<file path="src/rtl/hazard_sequencer_pkg.sv">
// Shared types and constants for the pipeline hazard/stall controller.
//   fwd_sel_t   : forwarding mux select (register file, W stage, M stage)
//   mem_state_t : data-memory wait sequencer states
//   REG_ZERO    : architectural zero register, never a forwarding/hazard source
package pipe_ctrl_pkg;

    typedef enum logic [1:0] {
        FWD_RF = 2'b00,
        FWD_W  = 2'b01,
        FWD_M  = 2'b10
    } fwd_sel_t;

    typedef enum logic [1:0] {
        RUN      = 2'b00,
        MEM_WAIT = 2'b01,
        MEM_ERR  = 2'b10
    } mem_state_t;

    localparam logic [4:0] REG_ZERO = 5'd0;

    // True when a written register aliases a source register; r0 never aliases.
    function automatic logic reg_match(input logic [4:0] wr, input logic [4:0] src);
        return (wr != REG_ZERO) && (wr == src);
    endfunction

endpackage

</file>
<file path="src/rtl/hazard_sequencer_if.sv">
// Bundle of datapath-status inputs and pipeline-control outputs between the
// datapath (master) and the hazard sequencer (slave).
//   Datapath -> sequencer : register numbers, regwrite/memtoreg flags, branch,
//                           pcsrcD, MDU start/use, dmem request/ready
//   Sequencer -> datapath : stall/flush per stage, forwarding selects, MDU
//                           status, sticky memory error, stall-cycle count
interface hazard_sequencer_if #(parameter int CNT_W = 16);
    import pipe_ctrl_pkg::*;

    logic [4:0]       rsD, rtD, rsE, rtE;
    logic [4:0]       writeregE, writeregM, writeregW;
    logic             regwriteE, regwriteM, regwriteW;
    logic             memtoregE, memtoregM;
    logic             branchD, pcsrcD;
    logic             mdu_startE, mdu_useD;
    logic             dmem_reqM, dmem_readyM;

    logic             stallF, stallD, stallE, stallM;
    logic             flushD, flushE, flushW;
    logic             forwardAD, forwardBD;
    fwd_sel_t         forwardAE, forwardBE;
    logic             mdu_busy, mdu_done, mem_err;
    logic [CNT_W-1:0] stall_cycles;

    modport master (
        output rsD, rtD, rsE, rtE, writeregE, writeregM, writeregW,
               regwriteE, regwriteM, regwriteW, memtoregE, memtoregM,
               branchD, pcsrcD, mdu_startE, mdu_useD, dmem_reqM, dmem_readyM,
        input  stallF, stallD, stallE, stallM, flushD, flushE, flushW,
               forwardAD, forwardBD, forwardAE, forwardBE,
               mdu_busy, mdu_done, mem_err, stall_cycles
    );

    modport slave (
        input  rsD, rtD, rsE, rtE, writeregE, writeregM, writeregW,
               regwriteE, regwriteM, regwriteW, memtoregE, memtoregM,
               branchD, pcsrcD, mdu_startE, mdu_useD, dmem_reqM, dmem_readyM,
        output stallF, stallD, stallE, stallM, flushD, flushE, flushW,
               forwardAD, forwardBD, forwardAE, forwardBE,
               mdu_busy, mdu_done, mem_err, stall_cycles
    );

endinterface

</file>
<file path="src/rtl/hazard_sequencer_mdu.sv">
// MDU occupancy window: a start loads LATENCY-1 and the unit reports busy for
// LATENCY cycles, then pulses done for one cycle.
//   clk, rst_n : clock, asynchronous active-low reset
//   start      : accepted only while idle
//   busy       : window active (registered)
//   done       : one-cycle completion pulse, the cycle after the window (registered)
module mdu_window_ctr #(
    parameter int LATENCY = 32
) (
    input  logic clk,
    input  logic rst_n,
    input  logic start,
    output logic busy,
    output logic done
);
    localparam int CW = $clog2(LATENCY);

    logic [CW-1:0] cnt_r;
    logic          busy_r;
    logic          done_r;

    // Window counter; it keeps running regardless of pipeline stalls.
    always_ff @(posedge clk or negedge rst_n) begin
        if (!rst_n) begin
            cnt_r  <= '0;
            busy_r <= 1'b0;
            done_r <= 1'b0;
        end else begin
            done_r <= 1'b0;
            if (busy_r) begin
                if (cnt_r == '0) begin
                    busy_r <= 1'b0;
                    done_r <= 1'b1;
                end else begin
                    cnt_r <= cnt_r - CW'(1);
                end
            end else if (start) begin
                cnt_r  <= CW'(LATENCY - 1);
                busy_r <= 1'b1;
            end
        end
    end

    assign busy = busy_r;
    assign done = done_r;

endmodule

</file>
<file path="src/rtl/hazard_sequencer.sv">
// Central hazard/stall controller for the 5-stage pipeline.
//   clk, rst_n : pipeline clock, asynchronous active-low reset
//   bus        : hazard_sequencer_if slave port (datapath status in,
//                stall/flush/forward controls and status out)
// Forwarding and stall resolution are combinational; the memory-wait FSM,
// sticky error, stall counter and MDU window are registered.
module hazard_sequencer
    import pipe_ctrl_pkg::*;
#(
    parameter int MDU_LATENCY = 32,
    parameter int MEM_TIMEOUT = 64,
    parameter int CNT_W       = 16
) (
    input  logic                clk,
    input  logic                rst_n,
    hazard_sequencer_if.slave   bus
);
    localparam int WAIT_W = $clog2(MEM_TIMEOUT + 1);

    mem_state_t       state_r, state_nxt_s;
    logic [WAIT_W-1:0] wait_cnt_r, wait_cnt_nxt_s;
    logic             mem_err_r;
    logic [CNT_W-1:0] stall_cnt_r;
    logic             lwstall_s, brstall_s, mdustall_s, memstall_s;
    logic             mdu_start_s, mdu_busy_s, mdu_done_s;
    fwd_sel_t         fwd_ae_s, fwd_be_s;

    // E-stage forwarding selects: the younger M result wins over W.
    always_comb begin
        fwd_ae_s = FWD_RF;
        fwd_be_s = FWD_RF;
        if (bus.regwriteM && reg_match(bus.writeregM, bus.rsE)) begin
            fwd_ae_s = FWD_M;
        end else if (bus.regwriteW && reg_match(bus.writeregW, bus.rsE)) begin
            fwd_ae_s = FWD_W;
        end else begin
            fwd_ae_s = FWD_RF;
        end
        if (bus.regwriteM && reg_match(bus.writeregM, bus.rtE)) begin
            fwd_be_s = FWD_M;
        end else if (bus.regwriteW && reg_match(bus.writeregW, bus.rtE)) begin
            fwd_be_s = FWD_W;
        end else begin
            fwd_be_s = FWD_RF;
        end
    end

    // Hazard terms; a memory wait is suppressed once the error state is reached
    // so the pipeline can drain.
    always_comb begin
        lwstall_s  = bus.memtoregE && (bus.rtE != REG_ZERO) &&
                     ((bus.rtE == bus.rsD) || (bus.rtE == bus.rtD));
        brstall_s  = bus.branchD &&
                     ((bus.regwriteE && (reg_match(bus.writeregE, bus.rsD) ||
                                         reg_match(bus.writeregE, bus.rtD))) ||
                      (bus.memtoregM && (reg_match(bus.writeregM, bus.rsD) ||
                                         reg_match(bus.writeregM, bus.rtD))));
        mdustall_s = mdu_busy_s && bus.mdu_useD;
        memstall_s = bus.dmem_reqM && !bus.dmem_readyM && (state_r != MEM_ERR);
    end

    // Stall/flush resolution: a memory wait freezes everything up to M and
    // bubbles W; a D-stage hazard freezes F/D and bubbles E.
    always_comb begin
        bus.stallF = 1'b0;
        bus.stallD = 1'b0;
        bus.stallE = 1'b0;
        bus.stallM = 1'b0;
        bus.flushE = 1'b0;
        bus.flushW = 1'b0;
        if (memstall_s) begin
            bus.stallF = 1'b1;
            bus.stallD = 1'b1;
            bus.stallE = 1'b1;
            bus.stallM = 1'b1;
            bus.flushW = 1'b1;
        end else if (lwstall_s || brstall_s || mdustall_s) begin
            bus.stallF = 1'b1;
            bus.stallD = 1'b1;
            bus.flushE = 1'b1;
        end else begin
            bus.stallF = 1'b0;
        end
        // A stalled D holds the branch, so its redirect must not squash it yet.
        bus.flushD = bus.pcsrcD && !bus.stallD;
    end

    // Memory-wait FSM next state and wait counter.
    always_comb begin
        state_nxt_s    = state_r;
        wait_cnt_nxt_s = wait_cnt_r;
        case (state_r)
            RUN: begin
                if (memstall_s) begin
                    state_nxt_s    = MEM_WAIT;
                    wait_cnt_nxt_s = WAIT_W'(1);
                end else begin
                    state_nxt_s = RUN;
                end
            end
            MEM_WAIT: begin
                if (bus.dmem_readyM) begin
                    state_nxt_s = RUN;
                end else if (wait_cnt_r == WAIT_W'(MEM_TIMEOUT)) begin
                    state_nxt_s = MEM_ERR;
                end else begin
                    wait_cnt_nxt_s = wait_cnt_r + WAIT_W'(1);
                end
            end
            MEM_ERR: state_nxt_s = MEM_ERR;
            default: state_nxt_s = RUN;
        endcase
    end

    // FSM state, sticky error flag and saturating stall-cycle counter.
    always_ff @(posedge clk or negedge rst_n) begin
        if (!rst_n) begin
            state_r     <= RUN;
            wait_cnt_r  <= '0;
            mem_err_r   <= 1'b0;
            stall_cnt_r <= '0;
        end else begin
            state_r    <= state_nxt_s;
            wait_cnt_r <= wait_cnt_nxt_s;
            if (state_nxt_s == MEM_ERR) begin
                mem_err_r <= 1'b1;
            end
            if (bus.stallF && (stall_cnt_r != {CNT_W{1'b1}})) begin
                stall_cnt_r <= stall_cnt_r + CNT_W'(1);
            end
        end
    end

    // A start during a memory wait would be lost with the frozen E stage.
    assign mdu_start_s = bus.mdu_startE && !memstall_s && !mdu_busy_s;

    mdu_window_ctr #(.LATENCY(MDU_LATENCY)) u_mdu (
        .clk   (clk),
        .rst_n (rst_n),
        .start (mdu_start_s),
        .busy  (mdu_busy_s),
        .done  (mdu_done_s)
    );

    assign bus.forwardAE    = fwd_ae_s;
    assign bus.forwardBE    = fwd_be_s;
    assign bus.forwardAD    = bus.regwriteM && reg_match(bus.writeregM, bus.rsD);
    assign bus.forwardBD    = bus.regwriteM && reg_match(bus.writeregM, bus.rtD);
    assign bus.mdu_busy     = mdu_busy_s;
    assign bus.mdu_done     = mdu_done_s;
    assign bus.mem_err      = mem_err_r;
    assign bus.stall_cycles = stall_cnt_r;

endmodule

</file>
<file path="src/flat_wrapper.sv">
// flat-port wrapper written by rule: the top's interface ports become plain ports
module hazard_sequencer_flat import pipe_ctrl_pkg::*;
#(
    parameter int MDU_LATENCY = 32,
    parameter int MEM_TIMEOUT = 64,
    parameter int CNT_W       = 16
)
  (clk, rst_n, bus_rsD, bus_rtD, bus_rsE, bus_rtE, bus_writeregE, bus_writeregM, bus_writeregW, bus_regwriteE, bus_regwriteM, bus_regwriteW, bus_memtoregE, bus_memtoregM, bus_branchD, bus_pcsrcD, bus_mdu_startE, bus_mdu_useD, bus_dmem_reqM, bus_dmem_readyM, bus_stallF, bus_stallD, bus_stallE, bus_stallM, bus_flushD, bus_flushE, bus_flushW, bus_forwardAD, bus_forwardBD, bus_forwardAE, bus_forwardBE, bus_mdu_busy, bus_mdu_done, bus_mem_err, bus_stall_cycles);
  hazard_sequencer_if #(.CNT_W(CNT_W)) bus_i ();
  input  logic clk;
  input  logic rst_n;
  input wire logic [$bits(bus_i.rsD)-1:0] bus_rsD;
  input wire logic [$bits(bus_i.rtD)-1:0] bus_rtD;
  input wire logic [$bits(bus_i.rsE)-1:0] bus_rsE;
  input wire logic [$bits(bus_i.rtE)-1:0] bus_rtE;
  input wire logic [$bits(bus_i.writeregE)-1:0] bus_writeregE;
  input wire logic [$bits(bus_i.writeregM)-1:0] bus_writeregM;
  input wire logic [$bits(bus_i.writeregW)-1:0] bus_writeregW;
  input wire logic [$bits(bus_i.regwriteE)-1:0] bus_regwriteE;
  input wire logic [$bits(bus_i.regwriteM)-1:0] bus_regwriteM;
  input wire logic [$bits(bus_i.regwriteW)-1:0] bus_regwriteW;
  input wire logic [$bits(bus_i.memtoregE)-1:0] bus_memtoregE;
  input wire logic [$bits(bus_i.memtoregM)-1:0] bus_memtoregM;
  input wire logic [$bits(bus_i.branchD)-1:0] bus_branchD;
  input wire logic [$bits(bus_i.pcsrcD)-1:0] bus_pcsrcD;
  input wire logic [$bits(bus_i.mdu_startE)-1:0] bus_mdu_startE;
  input wire logic [$bits(bus_i.mdu_useD)-1:0] bus_mdu_useD;
  input wire logic [$bits(bus_i.dmem_reqM)-1:0] bus_dmem_reqM;
  input wire logic [$bits(bus_i.dmem_readyM)-1:0] bus_dmem_readyM;
  output wire logic [$bits(bus_i.stallF)-1:0] bus_stallF;
  output wire logic [$bits(bus_i.stallD)-1:0] bus_stallD;
  output wire logic [$bits(bus_i.stallE)-1:0] bus_stallE;
  output wire logic [$bits(bus_i.stallM)-1:0] bus_stallM;
  output wire logic [$bits(bus_i.flushD)-1:0] bus_flushD;
  output wire logic [$bits(bus_i.flushE)-1:0] bus_flushE;
  output wire logic [$bits(bus_i.flushW)-1:0] bus_flushW;
  output wire logic [$bits(bus_i.forwardAD)-1:0] bus_forwardAD;
  output wire logic [$bits(bus_i.forwardBD)-1:0] bus_forwardBD;
  output wire logic [$bits(bus_i.forwardAE)-1:0] bus_forwardAE;
  output wire logic [$bits(bus_i.forwardBE)-1:0] bus_forwardBE;
  output wire logic [$bits(bus_i.mdu_busy)-1:0] bus_mdu_busy;
  output wire logic [$bits(bus_i.mdu_done)-1:0] bus_mdu_done;
  output wire logic [$bits(bus_i.mem_err)-1:0] bus_mem_err;
  output wire logic [$bits(bus_i.stall_cycles)-1:0] bus_stall_cycles;
  assign bus_i.rsD = bus_rsD;
  assign bus_i.rtD = bus_rtD;
  assign bus_i.rsE = bus_rsE;
  assign bus_i.rtE = bus_rtE;
  assign bus_i.writeregE = bus_writeregE;
  assign bus_i.writeregM = bus_writeregM;
  assign bus_i.writeregW = bus_writeregW;
  assign bus_i.regwriteE = bus_regwriteE;
  assign bus_i.regwriteM = bus_regwriteM;
  assign bus_i.regwriteW = bus_regwriteW;
  assign bus_i.memtoregE = bus_memtoregE;
  assign bus_i.memtoregM = bus_memtoregM;
  assign bus_i.branchD = bus_branchD;
  assign bus_i.pcsrcD = bus_pcsrcD;
  assign bus_i.mdu_startE = bus_mdu_startE;
  assign bus_i.mdu_useD = bus_mdu_useD;
  assign bus_i.dmem_reqM = bus_dmem_reqM;
  assign bus_i.dmem_readyM = bus_dmem_readyM;
  assign bus_stallF = bus_i.stallF;
  assign bus_stallD = bus_i.stallD;
  assign bus_stallE = bus_i.stallE;
  assign bus_stallM = bus_i.stallM;
  assign bus_flushD = bus_i.flushD;
  assign bus_flushE = bus_i.flushE;
  assign bus_flushW = bus_i.flushW;
  assign bus_forwardAD = bus_i.forwardAD;
  assign bus_forwardBD = bus_i.forwardBD;
  assign bus_forwardAE = bus_i.forwardAE;
  assign bus_forwardBE = bus_i.forwardBE;
  assign bus_mdu_busy = bus_i.mdu_busy;
  assign bus_mdu_done = bus_i.mdu_done;
  assign bus_mem_err = bus_i.mem_err;
  assign bus_stall_cycles = bus_i.stall_cycles;
  hazard_sequencer #(.MDU_LATENCY(MDU_LATENCY), .MEM_TIMEOUT(MEM_TIMEOUT), .CNT_W(CNT_W)) u_core (.clk(clk), .rst_n(rst_n), .bus(bus_i));
endmodule
</file>
<file path="config.mk">
export PLATFORM = sky130hd
export DESIGN_NAME = hazard_sequencer_flat
export DESIGN_NICKNAME = d
export VERILOG_FILES = /design/src/rtl/hazard_sequencer_pkg.sv /design/src/rtl/hazard_sequencer_if.sv /design/src/rtl/hazard_sequencer_mdu.sv /design/src/rtl/hazard_sequencer.sv /design/src/flat_wrapper.sv
export SDC_FILE = /design/constraint.sdc
export NUM_CORES = 1
export LEC_CHECK = 0
export CORE_MARGIN = 4
export CORE_UTILIZATION = 42
export DETAILED_ROUTE_END_ITERATION = 8
export PLACE_DENSITY = 0.81
export SYNTH_ARGS = -nofsm -noshare
export SYNTH_HDL_FRONTEND = slang
export SYNTH_SLANG_ARGS = --single-unit
</file>
<file path="constraint.sdc">
create_clock -name clk -period 2.7 [get_ports clk]
set_input_delay 0.54 -clock clk [delete_from_list [all_inputs] [get_ports clk]]
set_output_delay 0.54 -clock clk [all_outputs]
set_load 0.01 [all_outputs]
</file>
== Yosys cells after proc, flatten, opt, wreduce, memory -nomap -nowiden ==
Cells that the tools add are included.

* $add $sub $neg: 3
* Equality and inequality tests: 20
* Mux-type cells: 24
* Reduce and logical (&&, ||, !) cells: 46

{| class="wikitable"
|+ Operators by type and width
! cell !! number
|-
| 5-bit equality test || 10
|-
| 1-bit logical AND || 26
|-
| 7-bit two-way mux || 3
|-
| 5-bit nonzero test || 4
|-
| 16-bit by 1-bit adder with 16-bit output (second input constant) || 1
|-
| 16-bit != test (second input constant) || 1
|-
| 5-bit two-way mux || 3
|-
| 7-bit case mux with 2 select lines || 1
|-
| 1-bit two-way mux || 12
|-
| 2-bit two-way mux || 4
|-
| 2-bit != test (second input constant) || 4
|-
| 7-bit by 1-bit adder with 7-bit output (second input constant) || 1
|-
| 7-bit equality test (second input constant) || 1
|-
| 1-bit logical OR || 6
|-
| 2-bit case mux with 3 select lines || 1
|-
| 5-bit zero test || 1
|-
| 5-bit by 1-bit subtractor with 5-bit output (second input constant) || 1
|-
| 2-bit equality test (second input constant) || 2
|-
| 1-bit zero test || 4
|-
| 4-bit AND reduction || 1
|-
| 2-bit nonzero test || 2
|-
| 2-bit by 1-bit equality test with 1-bit output (second input constant) || 1
|-
| 2-bit zero test || 1
|-
| 2-bit by 1-bit != test with 1-bit output (second input constant) || 1
|-
| 2-bit AND reduction || 1
|}

* Flip-flop bits (word level): 33
* Input port bits: 48
* Output and inout bits: 32
* Logic and storage cells: 100

== Depth between registers and ports, before layout ==
Gate-level depths: netlist (run 1).

* Depth after elaboration: 12
* Gate-level depth with buffers: 9
* Depth with buffers taken out: 8

== By module ==
From an unflattened synthesis (run 1), not the netlist that was laid out.

* Cell total of the unflattened synthesis: 253
* Area total of the unflattened synthesis: 2338.5 sq um

{| class="wikitable"
|+ By module, submodules not included
! module !! instances !! cells each !! area each (sq um) !! seq. area each (sq um)
|-
| hazard_sequencer || 1 || 224 || 1999.4 || 650.6
|-
| mdu_window_ctr || 1 || 29 || 339.1 || 175.2
|}

== Worst setup path before layout (run 1) ==
Ideal clock, no wire load.

* Path kind: input port to output port
* Start: in bus_writeregM[2]
* End: out bus_stallF
* Arrival: 2222 ps
* Path slack: -62 ps
* Stages: 8
* Buffers on the path: 3
* Path through: buf_2 -> or4_4 -> nor2_2 -> a211oi_2 -> nor4_4 -> buf_6 -> inv_1 -> buf_4

* Cells in the longest elaborated chain, start to end: 10
* Elaborated cells between the ends (all ways): 13
* Those cells by class: 2 x eq/ne; 2 x mux; 9 x reduce/logical

{| class="wikitable"
|+ RTL lines
! item !! RTL line !! text
|-
| from (decl) || flat_wrapper.sv:17 || <nowiki>input wire logic [$bits(bus_i.writeregM)-1:0] bus_writeregM;</nowiki>
|-
| 5-bit equality test / 5-bit nonzero test (equally long branches) || hazard_sequencer_pkg.sv:23 || <nowiki>return (wr != REG_ZERO) && (wr == src);</nowiki>
|-
| 1-bit logical AND || hazard_sequencer_pkg.sv:23 ||
|-
| 1-bit logical OR * || hazard_sequencer.sv:56 || <nowiki>(bus.memtoregM && (reg_match(bus.writeregM, bus.rsD) ||</nowiki>
|-
| 1-bit logical AND * || hazard_sequencer.sv:56 ||
|-
| 1-bit logical OR * || hazard_sequencer.sv:55 || <nowiki>reg_match(bus.writeregE, bus.rtD))) ||</nowiki>
|-
| 1-bit logical AND * || hazard_sequencer.sv:53 || <nowiki>brstall_s = bus.branchD &&</nowiki>
|-
| 1-bit logical OR * (2 in a row) || hazard_sequencer.sv:77 || <nowiki>end else if (lwstall_s || brstall_s || mdustall_s) begin</nowiki>
|-
| 1-bit two-way mux * (2 in a row) || n/a ||
|-
| to (decl) || flat_wrapper.sv:30 || <nowiki>output wire logic [$bits(bus_i.stallF)-1:0] bus_stallF;</nowiki>
|}

Mark *: on every way between the ends. The rest lies on a longest branch, timed or not.

== Worst setup path after layout (run 1) ==
* Start: in bus_rsE[4]
* End: out bus_forwardAE[1]

* Cells in the longest elaborated chain, start to end: 4

{| class="wikitable"
|+ RTL lines
! item !! RTL line !! text
|-
| from (decl) || flat_wrapper.sv:14 || <nowiki>input wire logic [$bits(bus_i.rsE)-1:0] bus_rsE;</nowiki>
|-
| 5-bit equality test || hazard_sequencer_pkg.sv:23 ||
|-
| 1-bit logical AND || hazard_sequencer_pkg.sv:23 ||
|-
| 1-bit logical AND || hazard_sequencer.sv:32 || <nowiki>if (bus.regwriteM && reg_match(bus.writeregM, bus.rsE)) begin</nowiki>
|-
| 2-bit two-way mux || hazard_sequencer.sv:32 ||
|-
| to (decl) || flat_wrapper.sv:39 || <nowiki>output wire logic [$bits(bus_i.forwardAE)-1:0] bus_forwardAE;</nowiki>
|}

Every way passes these cells.

==> metrics.txt, run 1 <==
status finished clean; Hold Fails Final Rpt 0; num ports 80; area leader, netlist dfrtp_1; diode count 0; Die Height 83.5 um; total core area 5510 sq um; filler-free cell count of the finished design 449; fin worst setup slack 43.3 ps; CP most frequent cell buf_4; Synth async-reset ratio 100%; post-synthesis net count 305; post-place setup slack -715 ps; largest net degree at the start of global routing 34; Synth area leaders dfrtp_1 35%, xor2_1 21%, xnor2_1 5.9%, nor3_2 3.3%, nand2_1 2.7%; Die Width 83.5 um; die area 6960 sq um; Final Setup Violations 0; MaxCap Viol Count 0; drt drc 0; Post-synth EDFFs 0; Vias 2306; vias in the first global route 2363; cts-stage hold buffer count 0; clk slew on worst S/H paths 60 ps; gr usage total 18.8%; WL/cell 14.4 um; normalized max-slew margin 65.4%; final clock skew 4.47 ps; pwr/cell area 530 nW/um^2; CP Capture Type output pin; gr ovfl total 0; flop and latch count out of synthesis 33; area delta synth->final 54.4%; Clk Latency, worst-skew pair 280 ps; WS Path Type in -> out; htree depth 2; antenna viol nets, final 0; Vias/cell 5.14; worst hold path class reg -> reg; Detailed Routing Iterations Pass 1 4; Slowest-stage cell, CP clkdlybuf4s50_1; CTS sink cnt 33; Final Max Slew Viols 0; First DRT Iteration DRCs 90; IO Port Bufs 79; Hold Slack 468 ps; Post-Syn Instances 252; Initial Util 43.4%; initial antenna violation count 0; DP HPWL 5210 um; part of the Yosys area used for sequential elements 34.5%; GP Congestion 0.864; unrepaired setup endpoints after global routing true; Crit path largest cell delay 500 ps; dominant synthesized flop cell dfrtp_1; arrival time at the worst endpoint 2120 ps; Num CTS Buffers 5; CP bufs+invs 4; layout cells sized above 1 26.8%; Worst path top cell family by delay buffers and inverters; min cycle time layout 2660 ps; Yosys warnings 0; clk buf depth 2; first-pass GRT wire length 10800 um; P_leak 1.69 nW; Synth Cell Area 2390 sq um; setup_tns 0 ps; Routed Wire Length 6460 um; crit-path max FO 2; Least-Margin Pin Slew 515 ps; CTS root buffer clkbuf_8; crit share post-route 98.4%; CP cell instances clkdlybuf4s50_1, buf_4, xnor2_1, nand3_1, nor4_4, buf_4, clkdlybuf4s15_1; CP startpoint kind primary input; post-layout util 67.1%; Worst VDD drop 0.000394 V; Final Net Count 429; Synth cell types 41; worst endpoint required time 2160 ps; Max Clk Rate 376 MHz; mean area per synthesized cell 9.49 sq um; post-synth top area share 34.5%; row cnt 27; placed insts 436; TritonCTS clock tree yes
[routing by layer]
layer	vias up	part of all wire, %	global-route usage (%)
met4	0	2.1	6.14
met3	14	8.0	6.32
li1	1105	-	-
met2	89	50	33.4
met5	-	0	0
met1	1098	40	21.3
[synth_stat cells (4+ instances only)]
| library cell | number |
|---|---|
| nand2_1 | 17 |
| nor3_1 | 9 |
| ha_1 | 5 |
| nor2_2 | 4 |
| buf_2 | 6 |
| nand3_1 | 8 |
| xnor2_1 | 16 |
| buf_4 | 5 |
| nor4_1 | 7 |
| inv_1 | 7 |
| xor2_1 | 56 |
| nor3_2 | 8 |
| a21oi_1 | 5 |
| nor2_1 | 17 |
| or4_1 | 5 |
| nand4_1 | 8 |
| dfrtp_1 | 33 |
[where the power goes]
| group | internal, mW | switching (mW) | leakage [nW] |
|---|---|---|---|
| logic | 0.447 | 0.379 | 1.24 |
| registers | 0.623 | 0.158 | 0.408 |
| clock network | 0.183 | 0.168 | 0.0395 |
| total | 1.25 | 0.705 | 1.69 |
[kinds of logic after synthesis]
group | after synthesis | share of synthesized area [%]
xor gates and xnor gates | 72 | 26.4
and+or+nand+nor | 105 | 26.2
AOI/OAI and AO/OA | 14 | 3.72
adders and majority gates | 5 | 2.62
DFF | 33 | 34.5
muxes | 2 | 1.10
buffers and inverters | 21 | 5.44
[state kept, by name, summed over array words and instances (netlist names)]
| signal | flops |
|---|---|
| u_core.bus.mem_err | 1 |
| u_core.bus.stall_cycles | 16 |
| u_core.state_r | 2 |
| u_core.u_mdu.busy | 1 |
| u_core.u_mdu.cnt_r | 5 |
| u_core.u_mdu.done | 1 |
| u_core.wait_cnt_r | 7 |
[area by class of cell]
type                       count  area [sq um]
fill                         441          1810
tap                           72          90.1
timing repair buffer         131          1140
multi-input combinational    198          1530
sequential                    33           826
inverter                       7          26.3
clock buffer                   8          80.1
[through the flow]
step	power, mW	area [sq um]
2_1_floorplan	1.18	2390
3_3_place_gp	1.58	3530
3_5_place_dp	1.62	3530
4_1_cts	1.98	3650
5_1_grt	2.10	3690
6_report	1.96	3690
[placed cells by master, fill, tap and decap left out, types with 3 or more instances in the layout]
master	count
or4_1	4
nor2_2	3
clkdlybuf4s50_1	38
nand3_1	8
buf_4	48
nor4_1	4
inv_1	7
a21oi_1	3
clkbuf_2	3
nand4_1	8
buf_6	5
dfrtp_1	33
nand2_1	17
clkdlybuf4s15_1	4
xnor2_1	16
clkbuf_1	3
ha_1	5
nor3_2	9
nor4_4	3
dlygate4sd2_1	21
and3_1	3
buf_2	7
nor3_1	8
nand2b_1	3
clkbuf_8	5
dlymetal6s2s_1	4
xor2_1	56
nor2_1	17
[what timing repair did]
action                     4_1_cts  5_1_grt
setup buffers                    3        2
setup endpoints to repair       12       10
hold endpoints to repair         0        0
gates resized for setup         87       16
pin swaps                       20       14
[path summary, 6_finish.rpt]
check	slack (ps)	cells past startpoint	startpoint	endpoint
setup / recovery	40	7	bus_rsE[4]	bus_forwardAE[1]
hold / removal	470	1	u_core.bus.mem_err$_DFFE_PN0N_	u_core.bus.mem_err$_DFFE_PN0N_
setup reg to reg	670	7	u_core.bus.stall_cycles[7]$_DFFE_PN0P_	u_core.bus.stall_cycles[15]$_DFFE_PN0P_
hold reg to reg	470	1	u_core.bus.mem_err$_DFFE_PN0N_	u_core.bus.mem_err$_DFFE_PN0N_
max in group asynchronous	1730	2	rst_n	u_core.u_mdu.cnt_r[0]$_DFFE_PN0P_
min in group asynchronous	670	2	rst_n	u_core.bus.stall_cycles[2]$_DFFE_PN0P_
Power figures use the tool's default switching activity.
==> run 2, diff against run 1 <==
--- a/config.mk
+++ b/config.mk
@@ -8,6 +8,7 @@
 export CORE_MARGIN = 4
 export CORE_UTILIZATION = 42
 export DETAILED_ROUTE_END_ITERATION = 8
+export MAX_ROUTING_LAYER = met4
 export PLACE_DENSITY = 0.81
 export SYNTH_ARGS = -nofsm -noshare
 export SYNTH_HDL_FRONTEND = slang
==> run 2 against run 1 <==
First-iteration DRC count is 50% lower. Cell area hardly changed. Setup slack better by 40 ps. Fmax is 1.5% higher. Power is 2.5% higher. Die area stayed put. Clock skew is 1.4 ps lower. Via count is 1.3% lower. Register-to-register slack better by 20 ps. Sequential cell count stayed put. Critical endpoint is now bus_stallF.
==> metrics.txt, run 2 (synthesis results as in run 1) <==
status finished clean; Routed Wire Length 6790 um; highest-count cells in the layout ignoring fill and taps 56 x xor2_1, 48 x buf_4, 39 x clkdlybuf4s50_1; gr usage total 19.3%; cts-stage hold buffer count 0; First DRT Iteration DRCs 45; Clk Latency, worst-skew pair 280 ps; hold depth 1; min cycle time layout 2620 ps; combinational power share 42.3%; CP startpoint kind primary input; final clock skew 3.05 ps; Filler Cells Inserted 418; Vias/cell 5.08; unrepaired setup endpoints after global routing false; Final Max Slew Viols 0; clk slew on worst S/H paths 60 ps; CP most frequent cell o21ai_4; P_sw 0.727 mW; worst hold path class reg -> reg; area delta synth->final 54.4%; normalized max-slew margin 58.6%; num ports 80; WS Path Type in -> out; Worst R2R Path Depth 8; DP HPWL 5160 um; Die Width 83.5 um; Worst VDD drop 0.000381 V; diode count 0; Slowest-stage cell, CP or4_4; CTS sink cnt 33; clk buf depth 2; largest net degree at the start of global routing 34; crit share post-route 96.9%; crit-path max FO 3; CP Capture Type output pin; Hold Slack 468 ps; Register Area 826 sq um; Num CTS Buffers 5; Initial Util 43.4%; Hold Fails Final Rpt 0; htree depth 2; CP bufs+invs 3; P_leak 1.69 nW; CP cell instances dlygate4sd2_1, or4_4, o21ai_4, o21ai_4, nor4_4, inv_1, buf_2; WL/cell 15.2 um; Switching Share 36.3%; row cnt 27; initial antenna violation count 0; total core area 5510 sq um; area occupied by multi-input gates 1540 sq um; Final Setup Violations 0; drt drc 0; vias in the first global route 2395; Worst path top cell family by delay simple AND/OR/NAND/NOR gates; Vias 2276; number of flip-flops under the largest register name 16; CTS root buffer clkbuf_8; MaxCap Viol Count 0; TritonCTS clock tree yes; post-layout util 67.0%; pwr/cell area 544 nW/um^2; GP Congestion 0.886; Detailed Routing Iterations Pass 1 4; Final Net Count 429; post-place setup slack -775 ps; Max Clk Rate 382 MHz; setup_tns 0 ps; worst endpoint required time 2160 ps; first-pass GRT wire length 10900 um; critical path depth in cells 7; part of the power in registers 39.0%; Least-Margin Pin Slew 612 ps; layout cells sized above 1 28.5%; Crit path largest cell delay 550 ps; Internal Power 1.28 mW; fin worst setup slack 83.0 ps; Die Height 83.5 um; arrival time at the worst endpoint 2080 ps; antenna viol nets, final 0; Clk pwr share 18.6%; most common cell after layout, fill and taps aside xor2_1; IO Port Bufs 79; die area 6960 sq um; gr ovfl total 0
run 2: cell types whose count changed in the layout (fill, tap and decap cells not counted), sizes merged:
| cell | previous run | this run |
|---|---|---|
| clkdlybuf4s50 | 38 | 39 |
| dlygate4sd2 | 21 | 18 |
| clkbuf | 11 | 13 |
| clkdlybuf4s15 | 4 | 3 |
run 2: worst paths after layout:
check	startpoint	to	slack, ps
setup / recovery	bus_rtE[2]	bus_stallF	80
hold / removal	u_core.bus.mem_err$_DFFE_PN0N_	u_core.bus.mem_err$_DFFE_PN0N_	470
setup reg to reg	u_core.bus.stall_cycles[0]$_DFFE_PN0P_	u_core.bus.stall_cycles[15]$_DFFE_PN0P_	690
min in group asynchronous	rst_n	u_core.state_r[1]$_DFF_PN0_	660
max in group asynchronous	rst_n	u_core.bus.mem_err$_DFFE_PN0N_	1750
hold reg to reg	u_core.bus.mem_err$_DFFE_PN0N_	u_core.bus.mem_err$_DFFE_PN0N_	470
run 2: cell type report:
class                           count  area share (%)
Clock buffer                        7            2.34
Timing Repair Buffer              131            30.3
Multi-Input combinational cell    198            41.8
Tap cell                           72            2.44
Inverter                            7           0.712
Sequential cell                    33            22.4
run 2: through the flow:
| step | instance area (sq um) | power, mW | instances |
|---|---|---|---|
| 6_report | 3690 | 2.01 | 448 |
| 5_1_grt | 3690 | 2.13 | 448 |
| 4_1_cts | 3650 | 2.01 | 445 |
| 3_5_place_dp | 3530 | 1.62 | 436 |
| 3_3_place_gp | 3530 | 1.58 | 436 |
| 2_1_floorplan | 2390 | 1.18 | 252 |
run 2: what timing repair did:
action                     CTS  global route
cloned                       0             0
resized for setup           84            23
pin swaps                   16            15
setup buffers                3             3
setup endpoints to repair   13            14
run 2: per-layer routing:
| layer | wire length, um | GRT usage, % | vias to the layer above |
|---|---|---|---|
| met3 | 395 | 3.75 | 12 |
| met1 | 2880 | 23.4 | 1082 |
| li1 | - | - | 1095 |
| met2 | 3400 | 33.2 | 87 |
| met5 | 0 | - | - |
| met4 | 108 | 4.97 | 0 |
run 2: power by group through the flow:
stage	Combinational (mW)	Clock (mW)	Sequential (mW)
global route	0.927	0.404	0.803
finish	0.850	0.373	0.784
detailed placement	0.837	0	0.786
CTS	0.844	0.384	0.779
floorplan	0.396	0	0.788
global placement	0.803	0	0.777
